**src/rtl/pointwise_modmul_pipe.sv**
```systemverilog
// Pipelined pointwise modular multiplier: out = (a*b) mod Q, 3 stages, valid/ready, frame index tracking.
// Optional sticky operand range check when PWM_RANGE_CHECK_EN is defined.
module pointwise_modmul_pipe #(
    parameter int unsigned      WIDTH = 16,
    parameter int unsigned      N     = 16,
    parameter logic [WIDTH-1:0] Q     = 16'h1e01
) (
    input  logic                 clk,
    input  logic                 rst,
    input  logic                 in_valid,
    output logic                 in_ready,
    input  logic [WIDTH-1:0]     in_a,
    input  logic [WIDTH-1:0]     in_b,
    output logic                 out_valid,
    input  logic                 out_ready,
    output logic [WIDTH-1:0]     out_data,
    output logic [$clog2(N)-1:0] out_idx,
    output logic                 out_last,
    output logic                 busy,
    output logic                 err_range
);

    localparam int unsigned IDX_W = $clog2(N);
    localparam logic [2*WIDTH-1:0] Q_WIDE = {{WIDTH{1'b0}}, Q};

    logic                 en;
    logic                 in_xfer;
    logic [2*WIDTH-1:0]   prod;

    logic                 s1_v_q, s1_v_d;
    logic [WIDTH-1:0]     s1_a_q, s1_a_d, s1_b_q, s1_b_d;
    logic [IDX_W-1:0]     s1_idx_q, s1_idx_d;
    logic                 s2_v_q, s2_v_d;
    logic [2*WIDTH-1:0]   s2_p_q, s2_p_d;
    logic [IDX_W-1:0]     s2_idx_q, s2_idx_d;
    logic                 s3_v_q, s3_v_d;
    logic [WIDTH-1:0]     s3_data_q, s3_data_d;
    logic [IDX_W-1:0]     s3_idx_q, s3_idx_d;
    logic [IDX_W-1:0]     in_cnt_q, in_cnt_d;

    // A single global enable: the whole pipe freezes while the output is held.
    assign en      = !(s3_v_q && !out_ready);
    assign in_xfer = in_valid && en;
    assign prod    = (2*WIDTH)'(s1_a_q) * (2*WIDTH)'(s1_b_q);

    always_comb begin
        // NOTE: every combinational output gets a hold default first so no path leaves it unassigned (no latch).
        s1_v_d    = s1_v_q;
        s1_a_d    = s1_a_q;
        s1_b_d    = s1_b_q;
        s1_idx_d  = s1_idx_q;
        s2_v_d    = s2_v_q;
        s2_p_d    = s2_p_q;
        s2_idx_d  = s2_idx_q;
        s3_v_d    = s3_v_q;
        s3_data_d = s3_data_q;
        s3_idx_d  = s3_idx_q;
        in_cnt_d  = in_cnt_q;

        if (en) begin
            s1_v_d = in_valid;
            if (in_valid) begin
                s1_a_d   = in_a;
                s1_b_d   = in_b;
                s1_idx_d = in_cnt_q;
            end
            s2_v_d = s1_v_q;
            if (s1_v_q) begin
                s2_p_d   = prod;
                s2_idx_d = s1_idx_q;
            end
            s3_v_d = s2_v_q;
            if (s2_v_q) begin
                s3_data_d = WIDTH'(s2_p_q % Q_WIDE);
                s3_idx_d  = s2_idx_q;
            end
        end

        // N is a power of two, so the natural wrap of the counter gives N-1 -> 0.
        if (in_xfer) begin
            in_cnt_d = in_cnt_q + IDX_W'(1);
        end
    end

    // NOTE: sequential state uses non-blocking assignments so all stages update from pre-edge values.
    always_ff @(posedge clk or negedge rst) begin
        if (!rst) begin
            s1_v_q    <= 1'b0;
            s1_a_q    <= '0;
            s1_b_q    <= '0;
            s1_idx_q  <= '0;
            s2_v_q    <= 1'b0;
            s2_p_q    <= '0;
            s2_idx_q  <= '0;
            s3_v_q    <= 1'b0;
            s3_data_q <= '0;
            s3_idx_q  <= '0;
            in_cnt_q  <= '0;
        end else begin
            s1_v_q    <= s1_v_d;
            s1_a_q    <= s1_a_d;
            s1_b_q    <= s1_b_d;
            s1_idx_q  <= s1_idx_d;
            s2_v_q    <= s2_v_d;
            s2_p_q    <= s2_p_d;
            s2_idx_q  <= s2_idx_d;
            s3_v_q    <= s3_v_d;
            s3_data_q <= s3_data_d;
            s3_idx_q  <= s3_idx_d;
            in_cnt_q  <= in_cnt_d;
        end
    end

`ifdef PWM_RANGE_CHECK_EN
    logic err_range_q, err_range_d;

    always_comb begin
        err_range_d = err_range_q;
        if (in_xfer && ((in_a >= Q) || (in_b >= Q))) begin
            err_range_d = 1'b1;
        end
    end

    always_ff @(posedge clk or negedge rst) begin
        if (!rst) begin
            err_range_q <= 1'b0;
        end else begin
            err_range_q <= err_range_d;
        end
    end

    assign err_range = err_range_q;
`else
    assign err_range = 1'b0;
`endif

    assign in_ready  = en;
    assign out_valid = s3_v_q;
    assign out_data  = s3_data_q;
    assign out_idx   = s3_idx_q;
    assign out_last  = s3_v_q && (s3_idx_q == IDX_W'(N - 1));
    assign busy      = s1_v_q | s2_v_q | s3_v_q;

endmodule

```
**config.mk**
```make
export PLATFORM = sky130hd
export DESIGN_NAME = pointwise_modmul_pipe
export DESIGN_NICKNAME = d
export VERILOG_FILES = /design/src/rtl/pointwise_modmul_pipe.sv
export SDC_FILE = /design/constraint.sdc
export NUM_CORES = 1
export LEC_CHECK = 0
export CORE_MARGIN = 5
export CORE_UTILIZATION = 47
export CTS_CLUSTER_DIAMETER = 120
export CTS_CLUSTER_SIZE = 25
export DETAILED_ROUTE_END_ITERATION = 16
export GPL_TIMING_DRIVEN = 0
export SETUP_SLACK_MARGIN = 0.3
export SLEW_MARGIN = 40
export SYNTH_ARGS = -nofsm -noshare
export SYNTH_HDL_FRONTEND = slang
export SYNTH_SLANG_ARGS = --single-unit
```
**constraint.sdc**
```tcl
create_clock -name clk -period 20.9 [get_ports clk]
set_input_delay 5.225 -clock clk [delete_from_list [all_inputs] [get_ports clk]]
set_output_delay 5.225 -clock clk [all_outputs]
set_load 0.05 [all_outputs]
```
==> flow_summary.yaml <==
finish:
  multi_input_comb_area_mm2: 0.0183
  drive_gt1_share_pct: 18.1
  ff_latch_area_mm2: 0.00248
  diodes: 0
  area_delta_synth_final_pct: 18.2
  fin_area_mm2: 0.0248
  nets: 3072
  fillers: 4146
timing:
  rsz0062_at_grt: "false"
  slew_headroom_pct: 44.9
  fmax_ghz: 0.0499
  slew_violations: 0
  period_minus_slack_ns: 20.04
  fin_skew_ns: 0.0170
  tightest_slew_ns: 0.826
  finalSetupViolCount: 0
  timing.final.crit_share_pct: 95.9
  final_hold_viol_count: 0
route:
  drc: 0
  first_pass_iters: 6
  ant_nets: 0
  num_vias: 19900
  top_layer_used: "met4"
  wl_per_cell_um: 18.9
  drt-initial-drc-count: 1590
  avgViaCountPerCell: 5.99
  routed-wl-met3_mm: 2.87
  wl_met1_mm: 29.0
  drt-total-wl_mm: 63.0
  met2_wirelength_mm: 30.1
placement:
  portBuffers: 59
  place.gp.congestion: 0.927
  dp_hpwl_mm: 48.8
  placed_area_mm2: 0.0223
worst_setup_path:
  worst_setup_path_end_kind: "register"
  critPathRequiredTime_ns: 21.22
  worst_ep_arrival_time_ns: 20.36
  cpMostUsedCell: "buf_4"
  max_stage_delay_ns: 0.58
  start_kind: "register"
  crit_slowest_cell: "or4_4"
  worst-setup-path-type: "reg2reg"
  cp_max_fo: 10
synth:
  synth_ff_type: "dfrtp_1"
  avgSynthCellArea_um2: 8.18
  synth_cells: 2559
  synth_top_area_cell: "fa_1"
  yosys_register_bits: 99
  yosys_warnings: 0
  yosys.area.top_type_share_pct: 18.5
  synth_edf_count: 0
  synthArstFlopShare_pct: 100
  synthesis.area_mm2: 0.0209
  synth_cell_types: 132
  synthesis.nets: 2898
  synth_area_leaders: "fa_1 (19%), dfrtp_1 (12%), ha_1 (6.5%), nand2_1 (6.1%), inv_1 (4.7%)"
  synth_seq_area_share_pct: 11.8
die:
  core.rowCount: 77
  start_util_pct: 47.5
  ios: 61
  die_x_um: 221
  dieArea_mm2: 0.0489
  core_mm2: 0.0441
  die_h_um: 221
grt:
  grt_overflow_total: 0
  grt_max_degree: 58
  first_global_vias: 19100
  grt_pass1_wl_mm: 101
  track_usage_pct: 24.4
  antenna_found_initial: 0
clocking:
  clk_latency_ns: 0.38
  htree_levels: 3
  tritoncts: "built"
  clk_pin_slew_ns: 0.09
  clk_path_buf_depth: 2
  clock-root-buffer: "clkbuf_16"
  clock-sinks: 99
  numCtsBuffers: 9
run_status:
  status: "completed"
run:
  max-cap-violations: 0
worst_hold_path:
  min_path_type: "reg2reg"
==> area by class of cell <==
class                           instances  area share, %
Buffer                                111           2.01
Clock buffer                            9          0.910
Clock inverter                          7          0.359
Inverter                              265           4.02
Multi-Input combinational cell       2085           74.0
Sequential cell                        99           10.0
Tap cell                              592           2.99
Timing Repair Buffer                  162           5.69
==> per-stage QoR <==
stage               setup slack, ns  TNS (ns)  cells  utilization, %  hold slack [ns]
floorplan                      1.81         0   2559               -            0.438
global route                 0.0297         0   3330            56.1            0.499
global placement              -1.69    -22.05   3210            50.5            0.456
CTS                           0.307         0   3249            52.4            0.480
detailed placement            -1.85    -24.49   3211            50.6            0.466
finish                        0.857         0   3330            56.1            0.473
==> synth_stat cells (9+ instances only) <==
master,n
dfrtp_1,99
and3_1,20
nand4_1,33
a31oi_1,30
o21bai_1,25
and4_1,11
or3_1,25
nand3_1,78
mux2_2,65
nor4_1,19
o31a_1,9
a211o_1,16
a21oi_1,102
or2_2,16
nand2_1,342
nor2_1,125
o21ai_0,74
clkbuf_1,80
o31ai_1,19
fa_1,194
mux2i_1,27
and2_1,110
a211oi_1,39
o211ai_1,18
nor3_1,63
ha_1,109
nand2b_1,16
o2111ai_1,10
a21o_1,30
a22oi_1,9
buf_2,18
a2111oi_0,9
xor2_1,32
inv_1,265
o21ai_1,29
xnor2_1,102
==> registers in the layout, summed over array words and instances (netlist names) <==
signal     flops
s1_b_q        16
s1_idx_q       4
s1_a_q        16
in_cnt_q       4
out_data      16
s2_idx_q       4
s1_v_q         1
out_valid      1
s2_v_q         1
s2_p_q        32
out_idx        4
==> final timing paths <==
path / slack (ns) / cells past startpoint / start / end
worst max-delay path: 0.86 / 76 / s2_p_q[23] / out_data[1]
min in group asynchronous: 4.72 / 1 / rst / out_data[14]
worst min register to register: 0.47 / 1 / in_cnt_q[3] / in_cnt_q[3]
worst min-delay path: 0.47 / 1 / in_cnt_q[3] / in_cnt_q[3]
max in group asynchronous: 15.54 / 2 / rst / s2_p_q[15]
worst max register to register: 0.86 / 76 / s2_p_q[23] / out_data[1]
==> timing repair <==
item,in CTS,in global routing
cloned,0,1
pin swaps,15,71
hold buffers,0,0
setup endpoints to repair,16,16
gates resized for setup,52,208
setup buffers,22,80
==> critical path, delay by kind of cell, from the launching register on <==
family                   cells  cell delay (ns)
AND/OR/NAND/NOR             22             6.09
XOR/XNOR                     1             0.23
flip-flops                   1             0.37
buffers and inverters       12             2.22
AO/OA/AOI/OAI               34             9.40
multiplexers                 5             1.18
adder cells (fa/ha/maj)      2             0.42
==> logic make-up (layout without fill, tap and decap cells) <==
group,count (synthesis),after routing,synth area share (%)
other,1,1,0.0179
muxes,96,96,5.01
xor gates and xnor gates,138,138,5.97
and+or+nand+nor,947,947,23.5
adders and majority gates,308,308,25.3
AOI/OAI and AO/OA,594,595,21.3
buffers and inverters,376,554,7.03
DFF,99,99,11.8
==> per-layer routing <==
layer,vias to the layer above,GRT usage [%]
li1,9395,-
met1,9931,35.0
met2,558,40.6
met3,61,2.56
met4,0,4.14
met5,-,0
==> cells in the final DEF (no fill, tap or decap), drive strengths merged, types with 20 or more instances in the layout <==
| cell | count |
|---|---|
| xnor2 | 104 |
| o31ai | 25 |
| mux2 | 68 |
| clkbuf | 92 |
| mux2i | 28 |
| inv | 269 |
| nor4 | 28 |
| ha | 109 |
| nor2 | 126 |
| o211ai | 21 |
| and3 | 20 |
| fa | 194 |
| nand3 | 79 |
| or2 | 20 |
| o21bai | 25 |
| nor3 | 70 |
| or3 | 26 |
| a21o | 32 |
| dfrtp | 99 |
| xor2 | 34 |
| o21ai | 107 |
| clkdlybuf4s50 | 58 |
| and2 | 113 |
| buf | 132 |
| nand4 | 35 |
| a31oi | 30 |
| nand2 | 345 |
| a21oi | 106 |
| a211oi | 46 |
Power is left out: the tool's default activity adds up to more than one toggle a clock period on the data nets, which glitch-free logic cannot reach.
